==> src/rtl/fifo_arb_pkg.sv <==
// fifo_arb_pkg
//   Shared types and constants for the FIFO write arbiter slice.
//   - arb_state_t : arbiter FSM states (IDLE, BURST, GAP)
//   - FIFO_DEPTH  : depth of the shared synchronous FIFO
//   - FIFO_DW     : data width of the shared FIFO
//   - BEAT_W      : width of the per-grant beat counter
//   - wrap_add    : (base + off) mod n for base < n, off <= n
package fifo_arb_pkg;

  typedef enum logic [1:0] {
    IDLE  = 2'd0,
    BURST = 2'd1,
    GAP   = 2'd2
  } arb_state_t;

  localparam int FIFO_DEPTH = 16;
  localparam int FIFO_DW    = 8;
  localparam int BEAT_W     = 4;

  // Modulo add without a divider; the operands never exceed 2*n-1, so a
  // single conditional subtract is enough and non-power-of-2 n works.
  function automatic int wrap_add(input int base, input int off, input int n);
    int s;
    s = base + off;
    return (s >= n) ? (s - n) : s;
  endfunction

endpackage

==> src/rtl/rr_pick.sv <==
// rr_pick
//   Combinational round-robin priority select. Scans the request vector
//   starting one position after the last grant and wrapping modulo N_REQ.
//   Ports:
//     req  in  N_REQ  request vector
//     last in  IW     index of the most recent grant
//     idx  out IW     selected index (equals last when nothing requests)
//     any  out 1      at least one request is set
module rr_pick
  import fifo_arb_pkg::*;
#(
  parameter  int N_REQ = 4,
  localparam int IW    = $clog2(N_REQ)
) (
  input  logic [N_REQ-1:0] req,
  input  logic [IW-1:0]    last,
  output logic [IW-1:0]    idx,
  output logic             any
);

  // cand[k] is the producer examined at priority rank k (rank 0 = highest).
  logic [IW-1:0]    cand [N_REQ];
  logic [N_REQ-1:0] hit;

  for (genvar gi = 0; gi < N_REQ; gi++) begin : g_rank
    assign cand[gi] = IW'(wrap_add(int'(last), gi + 1, N_REQ));
    assign hit[gi]  = req[cand[gi]];
  end

  // Scan from the lowest rank last so the highest-priority hit wins.
  always_comb begin
    idx = last;
    any = 1'b0;
    for (int k = N_REQ - 1; k >= 0; k--) begin
      if (hit[k]) begin
        idx = cand[k];
        any = 1'b1;
      end
    end
  end

endmodule

==> src/rtl/fifo_wr_arbiter.sv <==
// fifo_wr_arbiter
//   Round-robin write arbiter sharing one synchronous FIFO among N_REQ
//   producers. One producer is granted at a time for up to MAX_BURST beats;
//   after a burst, if the consumer is waiting on a non-empty FIFO, one idle
//   write cycle (GAP) is inserted so the FIFO read can win.
//   Ports:
//     clk          in   1          clock
//     rst          in   1          synchronous active-high reset
//     req_valid    in   N_REQ      per-producer data valid
//     req_data     in   N_REQ*DW   packed producer data, slice i = [i*DW +: DW]
//     req_ready    out  N_REQ      per-producer ready (combinational)
//     fifo_wr      out  1          FIFO write strobe (combinational)
//     fifo_din     out  DW         FIFO write data (granted slice)
//     fifo_full    in   1          FIFO full flag
//     fifo_empty   in   1          FIFO empty flag
//     fifo_rd_req  in   1          consumer intends to read this cycle
//     grant_valid  out  1          registered, high while in BURST
//     grant_id     out  IW         registered, current or last granted index
module fifo_wr_arbiter
  import fifo_arb_pkg::*;
#(
  parameter  int N_REQ     = 4,
  parameter  int DW        = 8,
  parameter  int MAX_BURST = 4,
  localparam int IW        = $clog2(N_REQ)
) (
  input  logic                clk,
  input  logic                rst,
  input  logic [N_REQ-1:0]    req_valid,
  input  logic [N_REQ*DW-1:0] req_data,
  output logic [N_REQ-1:0]    req_ready,
  output logic                fifo_wr,
  output logic [DW-1:0]       fifo_din,
  input  logic                fifo_full,
  input  logic                fifo_empty,
  input  logic                fifo_rd_req,
  output logic                grant_valid,
  output logic [IW-1:0]       grant_id
);

  arb_state_t        state_reg, state_next;
  logic [IW-1:0]     grant_id_reg, grant_id_next;
  logic [IW-1:0]     last_grant_reg, last_grant_next;
  logic [BEAT_W-1:0] beat_cnt_reg, beat_cnt_next;
  logic              grant_valid_reg, grant_valid_next;

  logic [IW-1:0]     pick_idx;
  logic              pick_any;
  logic              in_burst;
  logic              transfer;
  logic              last_beat;
  logic              burst_exit;
  logic [DW-1:0]     slice [N_REQ];

  // Unpack the producer data bus once so the write mux is a plain index.
  for (genvar gi = 0; gi < N_REQ; gi++) begin : g_slice
    assign slice[gi] = req_data[gi*DW +: DW];
  end

  rr_pick #(
    .N_REQ (N_REQ)
  ) u_rr_pick (
    .req  (req_valid),
    .last (last_grant_reg),
    .idx  (pick_idx),
    .any  (pick_any)
  );

  // Gating with rst keeps the reset cycle free of handshakes even when the
  // reset lands in the middle of a burst.
  assign in_burst   = (state_reg == BURST) && !rst;
  assign transfer   = in_burst && req_valid[grant_id_reg] && !fifo_full;
  assign last_beat  = transfer && ((beat_cnt_reg + BEAT_W'(1)) == BEAT_W'(MAX_BURST));
  // A final beat coinciding with valid dropping is still a full-burst exit;
  // both paths lead to the same release, so they share one condition.
  assign burst_exit = last_beat || !req_valid[grant_id_reg];

  // State register
  always_ff @(posedge clk) begin
    if (rst) begin
      state_reg       <= IDLE;
      grant_valid_reg <= 1'b0;
      grant_id_reg    <= '0;
      beat_cnt_reg    <= '0;
      last_grant_reg  <= IW'(N_REQ - 1);
    end else begin
      state_reg       <= state_next;
      grant_valid_reg <= grant_valid_next;
      grant_id_reg    <= grant_id_next;
      beat_cnt_reg    <= beat_cnt_next;
      last_grant_reg  <= last_grant_next;
    end
  end

  // Next-state logic
  always_comb begin
    state_next       = state_reg;
    grant_valid_next = grant_valid_reg;
    grant_id_next    = grant_id_reg;
    beat_cnt_next    = beat_cnt_reg;
    last_grant_next  = last_grant_reg;
    case (state_reg)
      IDLE: begin
        if (pick_any) begin
          state_next       = BURST;
          grant_valid_next = 1'b1;
          grant_id_next    = pick_idx;
          beat_cnt_next    = '0;
        end
      end
      BURST: begin
        // A full FIFO stalls the burst in place; the grant is kept.
        if (transfer) begin
          beat_cnt_next = beat_cnt_reg + BEAT_W'(1);
        end
        if (burst_exit) begin
          grant_valid_next = 1'b0;
          last_grant_next  = grant_id_reg;
          state_next       = (fifo_rd_req && !fifo_empty) ? GAP : IDLE;
        end
      end
      GAP: begin
        state_next = IDLE;
      end
      default: begin
        state_next       = IDLE;
        grant_valid_next = 1'b0;
      end
    endcase
  end

  // Output logic
  always_comb begin
    req_ready = '0;
    fifo_wr   = transfer;
    fifo_din  = slice[grant_id_reg];
    if (in_burst && !fifo_full) begin
      req_ready[grant_id_reg] = 1'b1;
    end
  end

  assign grant_valid = grant_valid_reg;
  assign grant_id    = grant_id_reg;

endmodule

==> config.mk <==
export PLATFORM = sky130hd
export DESIGN_NAME = fifo_wr_arbiter
export DESIGN_NICKNAME = d
export VERILOG_FILES = /design/src/rtl/fifo_arb_pkg.sv /design/src/rtl/rr_pick.sv /design/src/rtl/fifo_wr_arbiter.sv
export SDC_FILE = /design/constraint.sdc
export NUM_CORES = 1
export LEC_CHECK = 0
export ABC_AREA = 1
export BUFFER_PORTS_ARGS = -buffer_cell sky130_fd_sc_hd__buf_2
export CORE_MARGIN = 8
export CORE_UTILIZATION = 44
export CTS_CLUSTER_DIAMETER = 80
export DETAILED_ROUTE_END_ITERATION = 6
export GPL_TIMING_DRIVEN = 0
export HOLD_SLACK_MARGIN = 0.12
export PLACE_DENSITY_LB_ADDON = 0.1
export RECOVER_POWER = 25
export SYNTH_ARGS = -nofsm -noshare
export SYNTH_HDL_FRONTEND = slang
export SYNTH_SLANG_ARGS = --single-unit
==> constraint.sdc <==
create_clock -name clk -period 1.3 [get_ports clk]
set_input_delay 0.26 -clock clk [delete_from_list [all_inputs] [get_ports clk]]
set_output_delay 0.26 -clock clk [all_outputs]
set_load 0.05 [all_outputs]
==> impl_metrics.py <==
metrics = {
    "run_status": {
        "run_status": "complete, but fails checks",
        "failed_checks": "negative setup slack",
    },
    "critical_path": {
        "crit_top_cell": "buf_12",
        "cp-end-kind": "primary output",
        "crit_chain": "buf_12 > nor2_4 > buf_12 > a22oi_2 > nand3_4 > buf_6",
        "reg2reg_from": "grant_id[1]",
        "cpLargestDelayFamily": "buffers and inverters",
        "cp_num_buf_inv": 3,
        "critical_path_required_ns": 1.04,
        "crit_arrival_ns": 1.46,
        "critPathMaxFanout": 7,
        "max_stage_delay_ns": 0.37,
        "worstSetupStartpoint": "grant_id[0]",
        "setup.worst_path.start_class": "flop",
        "slowest_stage": "dfxtp_4",
        "critPathKind": "reg -> out",
    },
    "synthesis": {
        "ys_seq_area_share_pct": 20.71,
        "synth_warnings": 0,
        "synth_cells": 159,
        "synth_area_um2": 1064,
        "syn_nets": 201,
        "yosysUniqueCellTypes": 23,
        "synth-seq-cells": 11,
        "avgSynthCellArea_um2": 6.689,
    },
    "place": {
        "io_buffers": 56,
        "dp_worst_setup_slack_ns": -0.3311,
        "hpwlAfterDp_mm": 2.577,
        "place_congestion": 0.8429,
        "placed_cell_area_um2": 1489,
    },
    "global_route": {
        "grt_util_all_layers_pct": 18.46,
        "grt_pass1_wl_mm": 6.348,
        "grt_pass1_vias": 1354,
        "grt_overflow_total": 0,
        "grt_max_degree": 10,
        "antenna_found_initial": 0,
    },
    "layout": {
        "area_growth_pct": 88.12,
        "stdcell_area_um2": 2001,
        "final_common_cell": "buf_2",
        "multi_input_area_um2": 977.2,
        "drive_above_1_share_pct": 65.97,
        "seqCellArea_um2": 236.5,
        "largest_register_ffs": 4,
        "layout.nets": 281,
        "n_antenna_cell": 0,
        "final.fill_count": 147,
        "final_cell_mix": "buf_2, nand2_1, nand2_2, buf_4, nand3_1",
    },
    "floorplanning": {
        "initial_core_util_pct": 44.55,
        "core_area_um2": 2387,
        "fp.dieH_um": 65.17,
        "die_x_um": 65.17,
        "io_pins": 57,
        "rows": 18,
        "die_area_um2": 4246,
    },
    "routing": {
        "drt_wl_total_mm": 4.544,
        "drt-vias-per-instance": 5.362,
        "ant_nets": 0,
        "num_vias": 1437,
        "drt_iter0_markers": 78,
        "drc": 0,
        "wire_per_inst_um": 16.96,
        "drt-pass1-iter-count": 5,
    },
    "sta": {
        "slew_headroom_pct": 81.76,
        "worstMarginPinSlew_ns": 0.2725,
        "min_period_over_period_pct": 132.0,
        "rsz0062_at_grt": "yes",
        "setup_ws_ns": -0.4163,
        "clock.fmax_mhz": 582.7,
        "hold_viol_final": 0,
        "worst_clock_skew_ns": 0.0007897,
        "period_minus_slack_ns": 1.716,
        "finalSetupViolCount": 19,
        "slew_violations": 0,
    },
    "flow_run": {
        "cap_viol_max_count": 0,
    },
    "cts": {
        "clk_pin_slew_ns": 0.08,
        "cts_max_level": 1,
        "cts_sinks": 11,
        "cts_tree": "yes",
        "clk_path_buf_depth": 2,
        "cts_made_buffers": 3,
        "cts_root_buffer": "clkbuf_4",
        "clkLatencyLatePin_ns": 0.28,
    },
    "power_and_ir_drop": {
        "power_leakage_nw": 0.9626,
        "ir_worst_vdd_mv": 1.397,
        "power_density_nw_per_um2": 1636,
    },
    "worst_hold_path": {
        "min_from": "fifo_rd_req",
        "worstHoldPathType": "in -> reg",
    },
}
-- stage by stage --
stage               hold slack (ns)  util, %  power (mW)  instances  TNS [ns]
floorplan                    0.3291        -       1.852        159    -1.153
global placement             0.4278    62.37       2.158        245    -2.367
detailed placement           0.4317    62.37       2.197        245    -3.087
CTS                          0.1277    75.73       2.986        264    -4.861
global route                 0.2212    83.80       3.424        268    -6.359
finish                       0.2219    83.80       3.274        268    -5.144
-- where the power goes --
group / total, mW / internal [mW] / leakage, nW / switching [mW]
combinational: 2.54 / 1.04 / 0.853 / 1.51
clock: 0.253 / 0.114 / 0.0177 / 0.138
sequential: 0.480 / 0.404 / 0.0918 / 0.0757
total: 3.27 / 1.55 / 0.963 / 1.72
-- cell usage after synthesis --
cell	n	area [µm²]
nor2_1	7	26.28
nor2_2	2	12.51
dfxtp_1	11	220.2
inv_2	2	7.510
inv_1	15	56.30
nand2_4	6	67.56
xnor2_1	1	8.760
nor3_2	1	10.01
o21ai_0	3	15.01
nor3_1	3	15.01
nor2_8	2	40.04
inv_4	4	25.02
a21oi_1	7	35.03
nand3_1	16	80.08
nand2_1	48	180.2
buf_6	3	33.78
nand4_4	1	21.27
nand2_2	7	43.79
nand4_1	1	6.260
a22oi_1	15	112.6
nor2_4	2	22.52
a21boi_2	1	11.26
ha_1	1	12.51
-- metal layers --
layer	wire, µm	track usage, %
met5	0	0
met2	2450	33.83
met4	104	4.905
met3	349	5.612
met1	1639	19.96
-- kinds of logic (layout without fill, tap and decap cells) --
| kind of cell | Yosys count | count (layout) | synth area share, % |
|---|---|---|---|
| AND/OR/NAND/NOR | 96 | 98 | 49.41 |
| AO/OA/AOI/OAI | 26 | 26 | 16.35 |
| buffers and inverters | 24 | 101 | 11.53 |
| flip-flops | 11 | 11 | 20.71 |
| adder cells (fa/ha/maj) | 1 | 1 | 1.176 |
| XOR/XNOR | 1 | 1 | 0.8237 |
-- final timing paths --
| kind | depth (start not counted) | end | slack (ns) |
|---|---|---|---|
| worst min-delay path | 3 | state_reg[1] | 0.22 |
| worst max register to register | 10 | beat_cnt_reg[3] | -0.14 |
| worst max-delay path | 6 | fifo_din[7] | -0.42 |
| worst min register to register | 1 | grant_valid | 0.45 |
-- worst min-delay path: cells and delay by family --
kind	cells	cell delay [ns]
and+or+nand+nor	2	0.11
buffers and inverters	1	0.10
-- final cells by class --
cell class              count  share of cell area (%)
well taps                  30                   1.876
clock inverters             1                  0.2502
repair buffers             74                   28.08
multi-input cells         126                   48.84
inverters                  21                   6.004
clock buffers               3                   1.126
plain buffers               2                   2.001
flip-flops and latches     11                   11.82
-- what timing repair did --
| item | in CTS | in global routing |
|---|---|---|
| setup endpoints to repair | 23 | 24 |
| hold buffers | 0 | 1 |
| buffers inserted | 14 | 5 |
| resized for setup | 47 | 45 |
| cloned | 2 | 0 |
| hold endpoints to repair | 0 | 1 |
| pin swaps | 8 | 15 |
No activity file was read; power rests on OpenSTA's default activity.
